[config.mk]
export PLATFORM = sky130hd
export DESIGN_NAME = fetch_unit
export DESIGN_NICKNAME = d
export VERILOG_FILES = /design/src/rtl/fetch_unit.sv
export SDC_FILE = /design/constraint.sdc
export NUM_CORES = 1
export LEC_CHECK = 0
export ABC_CLOCK_PERIOD_IN_PS = 2800
export CELL_PAD_IN_SITES_DETAIL_PLACEMENT = 1
export CELL_PAD_IN_SITES_GLOBAL_PLACEMENT = 1
export CORE_AREA = 4 4 112 87
export CTS_CLUSTER_DIAMETER = 50
export DETAILED_ROUTE_END_ITERATION = 10
export DIE_AREA = 0 0 116 91
export PLACE_DENSITY = 0.84
export RECOVER_POWER = 50
export SLEW_MARGIN = 20
export SYNTH_ARGS = -nofsm -noshare
export SYNTH_HDL_FRONTEND = slang
export SYNTH_SLANG_ARGS = --single-unit
[constraint.sdc]
create_clock -name clk -period 2.8 [get_ports clk]
set_input_delay 0.28 -clock clk [delete_from_list [all_inputs] [get_ports clk]]
set_output_delay 0.28 -clock clk [all_outputs]
set_load 0.03 [all_outputs]
[src/rtl/fetch_unit.sv]
// Instruction fetch stage: program counter, request/acknowledge instruction-memory read,
// 2-entry instruction buffer with valid/ready output, and redirect handling with stale-read drop.
`timescale 1ns/1ps
module fetch_unit #(
    parameter int INSTR_W = 16,
    parameter int PC_W    = 8,
    parameter logic [PC_W-1:0] RESET_PC = {PC_W{1'b0}}
) (
    input  logic               clk,
    input  logic               reset,
    output logic               imem_req,
    output logic [PC_W-1:0]    imem_addr,
    input  logic               imem_ack,
    input  logic [INSTR_W-1:0] imem_rdata,
    input  logic               redirect,
    input  logic [PC_W-1:0]    redirect_pc,
    output logic               out_valid,
    input  logic               out_ready,
    output logic [INSTR_W-1:0] out_instr,
    output logic [1:0]         out_opcode,
    output logic [PC_W-1:0]    out_pc
);

    typedef enum logic [1:0] {
        S_IDLE  = 2'd0,
        S_FETCH = 2'd1,
        S_DROP  = 2'd2
    } state_t;

    state_t               state_r;
    logic [PC_W-1:0]      pc_r;
    logic [PC_W-1:0]      drop_addr_r;
    logic [1:0]           count_r;
    logic [INSTR_W-1:0]   head_instr_r;
    logic [PC_W-1:0]      head_pc_r;
    logic [INSTR_W-1:0]   tail_instr_r;
    logic [PC_W-1:0]      tail_pc_r;
    logic                 push_s;
    logic                 pop_s;

    // The request depends only on registered state, so it cannot be withdrawn before its ack
    // (count only rises on an ack, and DROP only leaves on an ack).
    assign imem_req   = ((state_r == S_FETCH) && (count_r != 2'd2)) || (state_r == S_DROP);
    assign imem_addr  = (state_r == S_DROP) ? drop_addr_r : pc_r;
    assign out_valid  = (count_r != 2'd0);
    assign out_instr  = head_instr_r;
    assign out_pc     = head_pc_r;
    assign out_opcode = head_instr_r[INSTR_W-1 -: 2];

    assign push_s = (state_r == S_FETCH) && imem_req && imem_ack && !redirect;
    assign pop_s  = out_valid && out_ready;

    // Fetch sequencing: state, pc and the address held for a stale in-flight read.
    always_ff @(posedge clk or posedge reset) begin
        if (reset) begin
            state_r     <= S_IDLE;
            pc_r        <= RESET_PC;
            drop_addr_r <= {PC_W{1'b0}};
        end else begin
            case (state_r)
                S_IDLE: begin
                    state_r <= S_FETCH;
                    if (redirect) begin
                        pc_r <= redirect_pc;
                    end
                end
                S_FETCH: begin
                    if (redirect) begin
                        pc_r        <= redirect_pc;
                        drop_addr_r <= pc_r;
                        state_r     <= (imem_req && !imem_ack) ? S_DROP : S_FETCH;
                    end else if (imem_req && imem_ack) begin
                        pc_r <= pc_r + PC_W'(1);
                    end
                end
                S_DROP: begin
                    if (redirect) begin
                        pc_r <= redirect_pc;
                    end
                    if (imem_ack) begin
                        state_r <= S_FETCH;
                    end
                end
                default: begin
                    state_r <= S_IDLE;
                end
            endcase
        end
    end

    // Two-entry shift buffer; unused slots are kept at zero so an empty head reads 0.
    always_ff @(posedge clk or posedge reset) begin
        if (reset) begin
            count_r      <= 2'd0;
            head_instr_r <= {INSTR_W{1'b0}};
            head_pc_r    <= {PC_W{1'b0}};
            tail_instr_r <= {INSTR_W{1'b0}};
            tail_pc_r    <= {PC_W{1'b0}};
        end else if (redirect) begin
            count_r      <= 2'd0;
            head_instr_r <= {INSTR_W{1'b0}};
            head_pc_r    <= {PC_W{1'b0}};
            tail_instr_r <= {INSTR_W{1'b0}};
            tail_pc_r    <= {PC_W{1'b0}};
        end else begin
            case ({push_s, pop_s})
                2'b10: begin
                    if (count_r == 2'd0) begin
                        head_instr_r <= imem_rdata;
                        head_pc_r    <= pc_r;
                    end else begin
                        tail_instr_r <= imem_rdata;
                        tail_pc_r    <= pc_r;
                    end
                    count_r <= count_r + 2'd1;
                end
                2'b01: begin
                    head_instr_r <= tail_instr_r;
                    head_pc_r    <= tail_pc_r;
                    tail_instr_r <= {INSTR_W{1'b0}};
                    tail_pc_r    <= {PC_W{1'b0}};
                    count_r      <= count_r - 2'd1;
                end
                2'b11: begin
                    if (count_r == 2'd1) begin
                        head_instr_r <= imem_rdata;
                        head_pc_r    <= pc_r;
                    end else begin
                        head_instr_r <= tail_instr_r;
                        head_pc_r    <= tail_pc_r;
                        tail_instr_r <= imem_rdata;
                        tail_pc_r    <= pc_r;
                    end
                end
                default: begin
                    count_r <= count_r;
                end
            endcase
        end
    end

endmodule

# Yosys cells after proc, flatten, opt, wreduce, memory -nomap -nowiden
# Cells that the tools add are included.
classes:
  n_addsub: 3
  n_eq_ne: 14
  mux: 27
  n_reduce_logical: 22
ops:
  columns: ["cell", "n"]
  rows:
  - ["two-way mux 16 bit", 6]
  - ["one-hot mux 16 bit (3 select lines)", 2]
  - ["two-way mux 8 bit", 10]
  - ["one-hot mux 8 bit (3 select lines)", 2]
  - ["one-hot mux 8 bit (2 select lines)", 1]
  - ["inequality test 3 bit (second input constant)", 3]
  - ["adder 8 x 1 -> 8 bit (second input constant)", 1]
  - ["two-way mux 2 bit", 4]
  - ["logical AND 1 bit", 7]
  - ["equality test 2 x 1 -> 1 bit (second input constant)", 3]
  - ["equality test 2 bit (second input constant)", 3]
  - ["inequality test 2 bit (second input constant)", 3]
  - ["one-hot mux 2 bit (3 select lines)", 1]
  - ["AND reduction 2 bit", 3]
  - ["AND reduction 3 bit", 2]
  - ["zero test 2 bit", 2]
  - ["one-hot mux 2 bit (2 select lines)", 1]
  - ["nonzero test 2 bit", 2]
  - ["nonzero test 4 bit", 1]
  - ["inequality test 3 x 2 -> 1 bit (second input constant)", 1]
  - ["nonzero test 3 bit", 1]
  - ["adder 2 x 1 -> 2 bit (second input constant)", 1]
  - ["zero test 1 bit", 2]
  - ["inequality test 2 x 1 -> 1 bit (second input constant)", 1]
  - ["other kinds (3)", 3]
totals:
  ff_bits: 68
  word_cells: 74

# Depth between registers and ports, before layout
logic_depth:
  ltp_word: 9
  ltp_mapped: 12

# Least setup slack after synthesis
# OpenSTA, ideal clock, no wires.
synth_timing:
  path_kind: "register to register"
  start: "register count_r[0]"
  end: "register tail_instr_r[10]"
  setup_ns: 0.136
  arrival_time_ns: 2.340
  setup_slack_ns: 0.323
  path_stages_with_launch: 12
  n_path_buf: 1
  period_less_slack_ns: 2.477
  cell_sequence: "dfrtp_1 inv_1 ha_1 nand2b_1 or4b_1 inv_1 ha_1 nor2b_4 a221o_1 buf_2 nand2_1 a21oi_1"
synth_via:
  elab_chain_cells: 9
  elab_cells_between_ends: 19
  cone_classes: "eq/ne: 7; mux: 2; reduce/logical: 10"
synth_rtl:
  columns: ["element", "line", "text"]
  rows:
  - ["from (decl)", "33", "logic [1:0] count_r;"]
  - ["from (signal assigned)", "115", "count_r <= count_r + 2'd1;"]
  - ["from (signal assigned)", "122", "count_r <= count_r - 2'd1;"]
  - ["from (signal assigned)", "136", "count_r <= count_r;"]
  - ["inequality test 2 bit", "43", "assign imem_req = ((state_r == S_FETCH) && (count_r != 2'd2)) || (state_r == S_DROP);"]
  - ["logical AND 1 bit", "43", null]
  - ["logical OR 1 bit", "43", null]
  - ["logical AND 1 bit (3 in a row)", "50", "assign push_s = (state_r == S_FETCH) && imem_req && imem_ack && !redirect;"]
  - ["equality test 2 bit or equality test 2 x 1 -> 1 bit (tied branches)", "106", "case ({push_s, pop_s})"]
  - ["inequality test 3 bit (no line), or another cell as far along", null, null]
  - ["AND reduction 3 bit (no line) or two-way mux 16 bit (tied branches)", null, null]
  - ["to (signal assigned)", "103", "tail_instr_r <= {INSTR_W{1'b0}};"]
  - ["to (signal assigned)", "112", "tail_instr_r <= imem_rdata;"]
  - ["to (signal assigned)", "120", "tail_instr_r <= {INSTR_W{1'b0}};"]
  - ["to (decl)", "36", "logic [INSTR_W-1:0] tail_instr_r;"]
# Several ways; a longest one is shown, not always the timed one.
# A chain may end at the register's enable or synchronous reset.

# Worst setup path in the final report
layout_timing:
  start: "register count_r[0]"
  end: "register tail_pc_r[0]"
layout_via:
  elab_chain_cells: 9
  elab_cells_between_ends: 19
  cone_classes: "eq/ne: 7; mux: 2; reduce/logical: 10"
layout_rtl:
  columns: ["element", "line", "text"]
  rows:
  - ["inequality test 2 bit", "43", null]
  - ["logical AND 1 bit", "43", null]
  - ["logical OR 1 bit", "43", null]
  - ["logical AND 1 bit (3 in a row)", "50", null]
  - ["equality test 2 bit or equality test 2 x 1 -> 1 bit (tied branches)", "106", null]
  - ["inequality test 3 bit (no line), or another cell as far along", null, null]
  - ["AND reduction 3 bit (no line) or two-way mux 8 bit (tied branches)", null, null]
  - ["to (signal assigned)", "104", "tail_pc_r <= {PC_W{1'b0}};"]
  - ["to (signal assigned)", "113", "tail_pc_r <= pc_r;"]
  - ["to (signal assigned)", "121", "tail_pc_r <= {PC_W{1'b0}};"]
  - ["to (decl)", "37", "logic [PC_W-1:0] tail_pc_r;"]
# Several ways; a longest one is shown, not always the timed one.

==> flow_summary.json <==
{
  "status": "complete, no violations",
  "tns_ns": 0,
  "hold_violations": 0,
  "cts_tree": "built",
  "cp.required_ns": 3.05,
  "p_clk_share_pct": 24.1,
  "synthXorXnorAreaFrac_pct": 0.259,
  "fin_crit_ns": 2.74,
  "num-fill-cells": 933,
  "tightest_slew_ns": 1.11,
  "ant_nets": 0,
  "slew_violations": 0,
  "synth_edf_count": 0,
  "hold_depth": 1,
  "fmax_mhz": 364,
  "grt_pass1_vias": 3161,
  "grt_antenna_before_repair": 0,
  "rrSetupSlack_ns": 0.06,
  "cts.reportedPaths.clkPinSlew_ns": 0.06,
  "nets": 423,
  "die-area_um2": 10600,
  "yosys.area.top_type_share_pct": 50.3,
  "diodes": 0,
  "startpoint_type": "flip-flop",
  "core_um2": 8490,
  "area_growth_pct": 33.8,
  "cts_buffers": 9,
  "grt_pass1_wl_um": 17100,
  "avgSynthCellArea_um2": 10.5,
  "fp-row-count": 29,
  "switchingPower_mw": 2.15,
  "layout_common_cells": "dfrtp_1, clkdlybuf4s50_1, nand2_1",
  "die_y_um": 91,
  "rr_startpoint": "count_r[0]$_DFFE_PP0P_",
  "clockRootBuffer": "clkbuf_16",
  "cts_setup_buffers": 0,
  "vias": 2895,
  "crit_buf_inv": 3,
  "clkSinkCount": 68,
  "seq_power_share_pct": 31.3,
  "die_w_um": 116,
  "cpPeakStageDelay_ns": 0.51,
  "crit_top_cell": "inv_1",
  "worstRegToRegCells": 11,
  "dp.cells": 481,
  "synth_fa_ha_area_share_pct": 2.96,
  "slew_headroom_pct": 25.9,
  "synthSimpleGateAreaFrac_pct": 15.2,
  "cp_cell_sequence": "inv_1 > ha_2 > nand2b_4 > or4b_4 > inv_1 > ha_1 > nor2b_4 > a221oi_4 > buf_6 > nand3b_1 > a21oi_2",
  "numPortBuffers": 64,
  "ys_ff_latch": 68,
  "pwr-share-comb_pct": 44.6,
  "hp-class": "flip-flop to flip-flop",
  "leakage_nw": 1.89,
  "fin_crit_sh_pct": 98.0,
  "yosysSeqAreaShare_pct": 50.3,
  "critical_path_class": "flip-flop to flip-flop",
  "vdd.ir_drop.worst_mv": 0.405,
  "start_util_pct": 39.9,
  "powerDensity_nw_per_um2": 1170,
  "internal_power_mw": 3.14,
  "drive_gt1_share_pct": 15.9,
  "yosys_warnings": 0,
  "crit_fanout": 7,
  "cp_slowest_cell": "or4b_4",
  "async_flop_share_pct": 100,
  "maxCapViolations": 0,
  "synthMuxAreaShare_pct": 5.32,
  "cp_top_family": "simple AND/OR/NAND/NOR gates",
  "finalSetupViolCount": 0,
  "track_usage_pct": 20.7,
  "wl_per_cell_um": 21.5,
  "netlist_instances": 321,
  "synth.area.top_cells": "dfrtp_1, o2bb2ai_1, nand3b_1",
  "layout_commonest_cell": "dfrtp_1",
  "gp_congestion": 0.811,
  "initialDrtViolationCount": 179,
  "synthFlopType": "dfrtp_1",
  "min_delay_worst_endpoint": "out_pc[2]$_DFFE_PP0P_",
  "fin_skew_ns": 0.00710,
  "holdBufCountCts": 0,
  "stdcell_count": 499,
  "hp-start": "out_pc[2]$_DFFE_PP0P_",
  "arrival_ns": 3.00,
  "p_sw_share_pct": 40.6,
  "vias_per_cell": 5.80,
  "synth_nets": 358,
  "critPathCaptureType": "flip-flop",
  "io_pins": 65,
  "r2r-end": "tail_pc_r[0]$_DFFE_PP0P_",
  "synth_top_family_by_area": "compound AO/OA/AOI/OAI gates",
  "htreeDepth": 3,
  "synth.largest_area_cell": "dfrtp_1",
  "synth_cell_types": 41,
  "clockBufferDepth": 2,
  "gr-total-overflow": 0,
  "grt_max_degree": 43,
  "first_pass_iters": 4,
  "synth_compound_area_share_pct": 21.1,
  "dp_hpwl_um": 6610,
  "syn-cell-area_um2": 3390,
  "insertion_delay_ns": 0.34,
  "drcViolationCount": 0,
  "wirelength_um": 10700
}
## through the flow
stage               setup slack [ns]  power (mW)  area [um2]  hold slack (ns)  util [%]
global placement            -0.00980        3.78        4140            0.473      48.8
finish                        0.0562        5.29        4530            0.482      53.4
floorplan                      0.323        3.06        3390            0.346         -
global route                 -0.0526        5.59        4530            0.496      53.4
detailed placement            -0.188        3.89        4140            0.475      48.8
CTS                          0.00981        5.23        4490            0.357      52.9
## cells by family after synthesis
family          Yosys count
flops                    68
compound gates          101
buf+inv                  33
fa+ha+maj                 8
mux                      16
xor+xnor                  1
simple gates             94
## area by class of cell
| cell class | count | area [um2] | share of cell area (%) |
|---|---|---|---|
| clock inverters | 5 | 83.8 | 1.85 |
| well taps | 108 | 135 | 2.98 |
| inverters | 6 | 22.5 | 0.497 |
| flip-flops and latches | 68 | 1700 | 37.6 |
| multi-input cells | 220 | 1550 | 34.3 |
| clock buffers | 11 | 253 | 5.58 |
| repair buffers | 81 | 781 | 17.2 |
## sequential cells by signal, indices dropped and copies added (netlist names)
name and flops:
state_r 2, tail_pc_r 8, pc_r 8, tail_instr_r 16, drop_addr_r 8, out_instr 16, out_pc 8, count_r 2
## cells in the mapped netlist, types with 2 or more instances
library cell / instances
a22oi_1: 24
nand2_1: 35
ha_1: 8
o2bb2ai_1: 24
a21oi_1: 32
nand3b_1: 25
buf_6: 2
o21ai_0: 6
o22ai_1: 2
nand3_1: 6
nand2b_1: 4
mux2_2: 16
buf_4: 3
a2bb2oi_1: 3
a211oi_1: 2
dfrtp_1: 68
nor2_1: 12
nor3b_1: 2
nor2b_1: 3
clkbuf_1: 7
inv_1: 5
buf_2: 13
## power groups by stage
| stage | registers (mW) | logic [mW] | clock network (mW) |
|---|---|---|---|
| global placement | 1.63 | 2.15 | 0 |
| floorplan | 1.72 | 1.34 | 0 |
| global route | 1.70 | 2.54 | 1.34 |
| finish | 1.66 | 2.36 | 1.28 |
| CTS | 1.65 | 2.29 | 1.29 |
| detailed placement | 1.65 | 2.24 | 0 |
## routing by layer
metal  global-route usage (%)  vias to the layer above  share of wire [%]
met3                     3.99                       20                5.9
met2                     32.5                       94                 49
met1                     28.6                     1477                 42
met5                        0                        -                  0
met4                     7.34                        0                2.2
li1                         -                     1304                  -
## worst max path at each step
| stage | startpoint | endpoint | cells past startpoint |
|---|---|---|---|
| 2_1_floorplan | count_r[0]$_DFFE_PP0P_ | tail_instr_r[10]$_DFFE_PP0P_ | 11 |
| 6_report | count_r[0]$_DFFE_PP0P_ | tail_pc_r[0]$_DFFE_PP0P_ | 11 |
| 3_3_place_gp | count_r[0]$_DFFE_PP0P_ | out_pc[3]$_DFFE_PP0P_ | 10 |
| 5_1_grt | count_r[0]$_DFFE_PP0P_ | tail_pc_r[7]$_DFFE_PP0P_ | 11 |
| 3_5_place_dp | count_r[0]$_DFFE_PP0P_ | out_instr[10]$_DFFE_PP0P_ | 10 |
| 4_1_cts | count_r[0]$_DFFE_PP0P_ | tail_pc_r[0]$_DFFE_PP0P_ | 11 |
## repair_timing
item / CTS / global route
gates resized for setup: 2 / 15
gates cloned: 0 / 2
pin swaps: 0 / 2
endpoints found under the setup margin: 25 / 49
(Power assumes the default switching activity.)
